## config.mk

```make
export PLATFORM = sky130hd
export DESIGN_NAME = mac_driver
export DESIGN_NICKNAME = d
export VERILOG_FILES = /design/src/rtl/mac_drv_pkg.sv /design/src/rtl/mac_drv_fifo.sv /design/src/rtl/mac_driver.sv
export SDC_FILE = /design/constraint.sdc
export NUM_CORES = 1
export LEC_CHECK = 0
export CAP_MARGIN = 5
export CORE_MARGIN = 3
export CORE_UTILIZATION = 45
export DETAILED_ROUTE_END_ITERATION = 16
export GPL_ROUTABILITY_DRIVEN = 0
export PLACE_DENSITY = 0.72
export SKIP_LAST_GASP = 1
export SLEW_MARGIN = 20
export SYNTH_ARGS = -nofsm -noshare
export SYNTH_HDL_FRONTEND = slang
export SYNTH_HIERARCHICAL = 1
export SYNTH_SLANG_ARGS = --single-unit
```

## constraint.sdc

```tcl
create_clock -name clk -period 2.9 [get_ports clk]
set_clock_uncertainty 0.05 [all_clocks]
set_input_delay 0.725 -clock clk [delete_from_list [all_inputs] [get_ports clk]]
set_output_delay 0.725 -clock clk [all_outputs]
set_load 0.02 [all_outputs]
```

## src/rtl/mac_drv_pkg.sv

```systemverilog
// Shared types and widths for the MAC driver slice.
package mac_drv_pkg;

  localparam int unsigned OperandWidth = 8;
  localparam int unsigned ResultWidth  = 32;
  localparam int unsigned EntryWidth   = 2 * OperandWidth;

  typedef enum logic [1:0] {
    StIdle,
    StIssue,
    StWait,
    StResult
  } mac_drv_state_e;

endpackage

```

## src/rtl/mac_drv_fifo.sv

```systemverilog
// Synchronous operand FIFO; pointers wrap modulo DEPTH (power of two), flush empties it.
module mac_drv_fifo #(
  parameter int unsigned DEPTH = 8,
  parameter int unsigned WIDTH = 16
) (
  input  logic                   clk,
  input  logic                   reset,
  input  logic                   push,
  input  logic [WIDTH-1:0]       wdata,
  input  logic                   pop,
  input  logic                   flush,
  output logic [WIDTH-1:0]       rdata,
  output logic                   full,
  output logic                   empty,
  output logic [$clog2(DEPTH):0] count
);

  localparam int unsigned PtrW = $clog2(DEPTH);

  logic [WIDTH-1:0] mem_q [DEPTH];
  logic [PtrW-1:0]  wr_ptr_q, rd_ptr_q;
  logic [PtrW:0]    count_q;
  logic             do_push, do_pop;

  assign full    = count_q == (PtrW + 1)'(DEPTH);
  assign empty   = count_q == '0;
  assign do_push = push && !full;
  assign do_pop  = pop && !empty;
  assign rdata   = mem_q[rd_ptr_q];
  assign count   = count_q;

  always_ff @(posedge clk or posedge reset) begin
    if (reset) begin
      wr_ptr_q <= '0;
      rd_ptr_q <= '0;
      count_q  <= '0;
    end else if (flush) begin
      wr_ptr_q <= '0;
      rd_ptr_q <= '0;
      count_q  <= '0;
    end else begin
      if (do_push) wr_ptr_q <= wr_ptr_q + 1'b1;
      if (do_pop)  rd_ptr_q <= rd_ptr_q + 1'b1;
      if (do_push && !do_pop) begin
        count_q <= count_q + 1'b1;
      end else if (!do_push && do_pop) begin
        count_q <= count_q - 1'b1;
      end
    end
  end

  // Storage needs no reset; occupancy is tracked by the pointers.
  always_ff @(posedge clk) begin
    if (do_push) mem_q[wr_ptr_q] <= wdata;
  end

endmodule

```

## src/rtl/mac_driver.sv

```systemverilog
// Buffers operand pairs and issues them one at a time to an external MAC, returning its total.
// Define MAC_DRV_TIMEOUT_EN to abort a MAC wait after TIMEOUT cycles (res_err flags the abort).
module mac_driver
  import mac_drv_pkg::*;
#(
  parameter int unsigned DEPTH   = 8,
  parameter int unsigned TIMEOUT = 16
) (
  input  logic                           clk,
  input  logic                           reset,
  input  logic                           in_valid,
  output logic                           in_ready,
  input  logic signed [OperandWidth-1:0] in_a,
  input  logic signed [OperandWidth-1:0] in_b,
  input  logic                           start,
  output logic                           busy,
  output logic                           mac_valid,
  output logic signed [OperandWidth-1:0] mac_a,
  output logic signed [OperandWidth-1:0] mac_b,
  input  logic                           mac_done,
  input  logic signed [ResultWidth-1:0]  mac_y,
  output logic                           res_valid,
  input  logic                           res_ready,
  output logic signed [ResultWidth-1:0]  res_data,
  output logic [$clog2(DEPTH):0]         res_count,
  output logic                           res_err
);

  localparam int unsigned CntW = $clog2(DEPTH) + 1;

  mac_drv_state_e                 state_q, state_d;
  logic [CntW-1:0]                cnt_q, cnt_d;
  logic signed [ResultWidth-1:0]  res_data_q, res_data_d;
  logic                           err_q, err_d;
  logic                           rdy_q;
  logic                           fifo_push, fifo_pop, fifo_flush;
  logic                           fifo_full, fifo_empty;
  logic [EntryWidth-1:0]          fifo_rdata;
  logic [CntW-1:0]                fifo_count;
  logic                           issuing;
  logic                           tmo_hit;

  mac_drv_fifo #(
    .DEPTH(DEPTH),
    .WIDTH(EntryWidth)
  ) u_fifo (
    .clk  (clk),
    .reset(reset),
    .push (fifo_push),
    .wdata({in_a, in_b}),
    .pop  (fifo_pop),
    .flush(fifo_flush),
    .rdata(fifo_rdata),
    .full (fifo_full),
    .empty(fifo_empty),
    .count(fifo_count)
  );

  // rdy_q keeps in_ready low during reset and for the release cycle.
  assign in_ready  = rdy_q && (state_q == StIdle) && !fifo_full;
  assign fifo_push = in_valid && in_ready;
  assign busy      = state_q != StIdle;
  assign mac_valid = state_q == StIssue;
  assign issuing   = (state_q == StIssue) || (state_q == StWait);
  assign mac_a     = issuing ? fifo_rdata[EntryWidth-1:OperandWidth] : '0;
  assign mac_b     = issuing ? fifo_rdata[OperandWidth-1:0] : '0;
  assign res_valid = state_q == StResult;
  assign res_data  = res_data_q;
  assign res_count = cnt_q;
  assign res_err   = err_q;

`ifdef MAC_DRV_TIMEOUT_EN
  localparam int unsigned TmoW = $clog2(TIMEOUT + 1);

  logic [TmoW-1:0] tmo_q, tmo_d;

  assign tmo_hit = tmo_q == TmoW'(TIMEOUT - 1);

  always_comb begin
    tmo_d = '0;
    if (state_q == StWait && !mac_done) tmo_d = tmo_q + 1'b1;
  end

  always_ff @(posedge clk or posedge reset) begin
    if (reset) tmo_q <= '0;
    else       tmo_q <= tmo_d;
  end
`else
  logic unused_timeout;

  assign unused_timeout = ^TIMEOUT;
  assign tmo_hit        = 1'b0;
`endif

  always_comb begin
    state_d    = state_q;
    cnt_d      = cnt_q;
    res_data_d = res_data_q;
    err_d      = err_q;
    fifo_pop   = 1'b0;
    fifo_flush = 1'b0;
    unique case (state_q)
      StIdle: begin
        if (start && !fifo_empty) state_d = StIssue;
      end
      StIssue: state_d = StWait;
      StWait: begin
        if (mac_done) begin
          fifo_pop = 1'b1;
          cnt_d    = cnt_q + 1'b1;
          // Head is the last pair: this mac_y is the final total.
          if (fifo_count == CntW'(1)) begin
            state_d    = StResult;
            res_data_d = mac_y;
          end else begin
            state_d = StIssue;
          end
        end else if (tmo_hit) begin
          fifo_flush = 1'b1;
          state_d    = StResult;
          res_data_d = '0;
          err_d      = 1'b1;
        end
      end
      StResult: begin
        if (res_ready) begin
          state_d = StIdle;
          cnt_d   = '0;
          err_d   = 1'b0;
        end
      end
      default: state_d = StIdle;
    endcase
  end

  always_ff @(posedge clk or posedge reset) begin
    if (reset) begin
      state_q    <= StIdle;
      cnt_q      <= '0;
      res_data_q <= '0;
      err_q      <= 1'b0;
      rdy_q      <= 1'b0;
    end else begin
      state_q    <= state_d;
      cnt_q      <= cnt_d;
      res_data_q <= res_data_d;
      err_q      <= err_d;
      rdy_q      <= 1'b1;
    end
  end

endmodule

```

==> impl_metrics.tcl <==
set metrics [dict create \
    placed_area_um2 9080 \
    status "complete, but fails checks" \
    drv_slew 0 \
    cts_buffer_depth 2 \
    overflow 0 \
    synth_top_area_share_pct 51.2 \
    ctsRootBufferMaster "clkbuf_16" \
    track_usage_pct 17.8 \
    die_w_um 135 \
    synthFlopType "edfxtp_1" \
    cts_tree "yes" \
    die_h_um 135 \
    htree_levels 4 \
    yosysUniqueCellTypes 37 \
    synth_most_common_cell "edfxtp_1" \
    syn_area_per_cell_um2 18.8 \
    antenna_cells 0 \
    fin_crit_sh_pct 102 \
    hp-class "primary input to async pin" \
    yosys_warnings 6 \
    ys_seq_area_share_pct 67.6 \
    drc_errors 0 \
    register_area_um2 5070 \
    antenna_found_initial 0 \
    required_ns 2.12 \
    drtPass1Iterations 5 \
    start_util_pct 46.6 \
    hold_buffers 0 \
    path_class "flip-flop to output pin" \
    power_mw 8.28 \
    routed_wl_mm 15.5 \
    grt_pass1_wl_mm 24.4 \
    dp.cells 734 \
    end_kind "output pin" \
    ys_seq_elements 177 \
    synth_top_area_cell "edfxtp_1" \
    hpwlAfterDp_mm 9.14 \
    core_region_area_um2 16100 \
    routedWlPerCell_um 20.1 \
    fin_ws_ns -0.0620 \
    grt_start_max_net_pins 39 \
    fillers 1212 \
    vias 4019 \
    yosys-top-cells-area "edfxtp_1 51%, dfrtp_1 16%, mux4_1 8.8%" \
    ioPinCount 111 \
    violations "negative setup slack" \
    place.port_buffers 109 \
    grt_pass1_vias 4231 \
    drive_above_1_share_pct 32.8 \
    ir_drop_mv 0.516 \
    ys_top_cells_by_count "128 x edfxtp_1, 49 x dfrtp_1, 30 x mux2_4, 25 x mux4_1, 20 x nor2_1" \
    fin_cells 771 \
    post-route-min-period_ns 2.96 \
    drt_iter0_drc 264 \
    syn_inst 398 \
    synth_edf_count 128 \
    fp.dieArea_um2 18300 \
    crit_fanout 4 \
    clkTransAtPathRegs_ns 0.07 \
    final_area_um2 9760 \
    finalSetupViolCount 15 \
    startpoint_type "flip-flop" \
    multi_input_area_um2 2250 \
    std_cell_rows 46 \
    vias_per_cell 5.21 \
    hold_violations 0 \
    clk_latency_ns 0.42 \
    startpoint "u_fifo/rd_ptr_q[0]" \
    syn_area_um2 7500 \
    critPathArrivalTime_ns 2.19 \
    max_freq_mhz 338 \
    grt_setup_unrepaired "yes" \
    leakagePower_nw 3.60 \
    finalNetCount 610 \
    areaGrowthSynthToFinish_pct 30.1 \
    ant_nets 0 \
    r2r_start "u_fifo/count[1]" \
    max_cap_violations 0 \
    synthArstFlopShare_pct 27.7 \
    cts_buffers 17 \
    clkSinkCount 177 \
    p_per_area_nw_per_um2 849 \
]
final timing paths:
kind                                   endpoint  slack [ns]  cells past startpoint
max in group asynchronous          res_data[29]        1.70                      3
min in group clk                   res_count[3]        0.44                      1
worst max-delay path                   mac_b[7]       -0.06                      6
worst min register to register     res_count[3]        0.44                      1
worst min-delay path                      rdy_q        0.43                      2
worst max register to register  u_fifo/count[3]        0.13                     13
what timing repair did:
item	in CTS	in global routing
setup endpoints to repair	16	17
cloned	2	1
pin swaps	0	2
buffers inserted	3	0
resized for setup	108	36
kinds of logic after synthesis:
group           count (synthesis)  share of synthesized area (%)
flops                         177                           67.6
mux                            82                           19.8
simple gates                   67                           4.75
buf+inv                        30                           2.77
compound gates                 21                           1.93
fa+ha+maj                      14                           2.44
xor+xnor                        5                          0.584
other cells                     2                          0.100
worst max-delay path, stage by stage, from the launching register on:
cell and delay (ns):
dfrtp_2 0.41, buf_12 0.15, clkbuf_16 0.15, mux4_2 0.49
mux2_4 0.29, and2_1 0.15, buf_6 0.13
stage by stage:
step	setup WS (ns)	setup TNS, ns	utilization, %	hold WS (ns)
6_report	-0.0620	-0.635	60.6	0.434
5_1_grt	-0.129	-1.70	60.6	0.427
4_1_cts	-0.0942	-0.751	60.2	0.416
3_5_place_dp	-0.0851	-0.602	56.4	0.434
3_3_place_gp	-0.0520	-0.154	56.4	0.422
2_1_floorplan	0.00565	0	-	0.483
cell usage in the layout, fill, tap and decap left out, types with 2 or more instances in the layout:
| cell | synthesis | routed |
|---|---|---|
| a31oi_1 | 3 | 3 |
| mux2_4 | 30 | 42 |
| nor3_2 | 0 | 2 |
| inv_1 | 12 | 11 |
| mux4_2 | 7 | 29 |
| and2_1 | 19 | 9 |
| edfxtp_1 | 128 | 128 |
| clkinv_2 | 0 | 2 |
| clkinv_1 | 0 | 2 |
| nand3_1 | 3 | 3 |
| conb_1 | 2 | 4 |
| nand2_1 | 10 | 9 |
| nor2b_1 | 2 | 2 |
| dfrtp_2 | 0 | 3 |
| clkbuf_16 | 0 | 18 |
| clkdlybuf4s50_1 | 0 | 93 |
| mux4_1 | 25 | 3 |
| nand2b_1 | 7 | 7 |
| and2_4 | 0 | 9 |
| o21ai_0 | 7 | 7 |
| xor2_1 | 4 | 4 |
| nor2_1 | 20 | 19 |
| buf_6 | 5 | 16 |
| mux2_2 | 19 | 7 |
| dfrtp_1 | 49 | 46 |
| a21oi_1 | 6 | 5 |
| inv_6 | 0 | 4 |
| ha_1 | 13 | 11 |
| buf_4 | 1 | 16 |
| buf_12 | 3 | 13 |
| inv_8 | 0 | 5 |
area by class of cell:
| type | count | area share, % |
|---|---|---|
| Multi-Input combinational cell | 193 | 23.1 |
| Tap cell | 216 | 2.77 |
| Sequential cell | 177 | 52.0 |
| Inverter | 12 | 0.461 |
| Clock inverter | 15 | 1.50 |
| Clock buffer | 17 | 4.36 |
| Timing Repair Buffer | 141 | 15.9 |
power by group:
part,total (mW),switching [mW],internal (mW)
logic,2.96,1.38,1.58
clock network,2.20,0.990,1.21
registers,3.12,0.145,2.98
layer usage:
layer	routed length, um	vias up	GRT usage [%]	part of all wire [%]
met3	1220	20	4.99	7.9
met4	210	0	5.60	1.4
met2	7490	158	28.4	48
li1	-	1808	-	-
met1	6560	2033	24.0	42
met5	0	-	0	0
sequential cells by signal (all words and copies together), names as in the netlist:
name / flops
state_q: 2
res_count: 4
rdy_q: 1
u_fifo/wr_ptr_q: 3
res_data: 32
u_fifo/mem_q: 128
u_fifo/count: 4
u_fifo/rd_ptr_q: 3
Note: power is estimated with default switching activity, not from simulation.
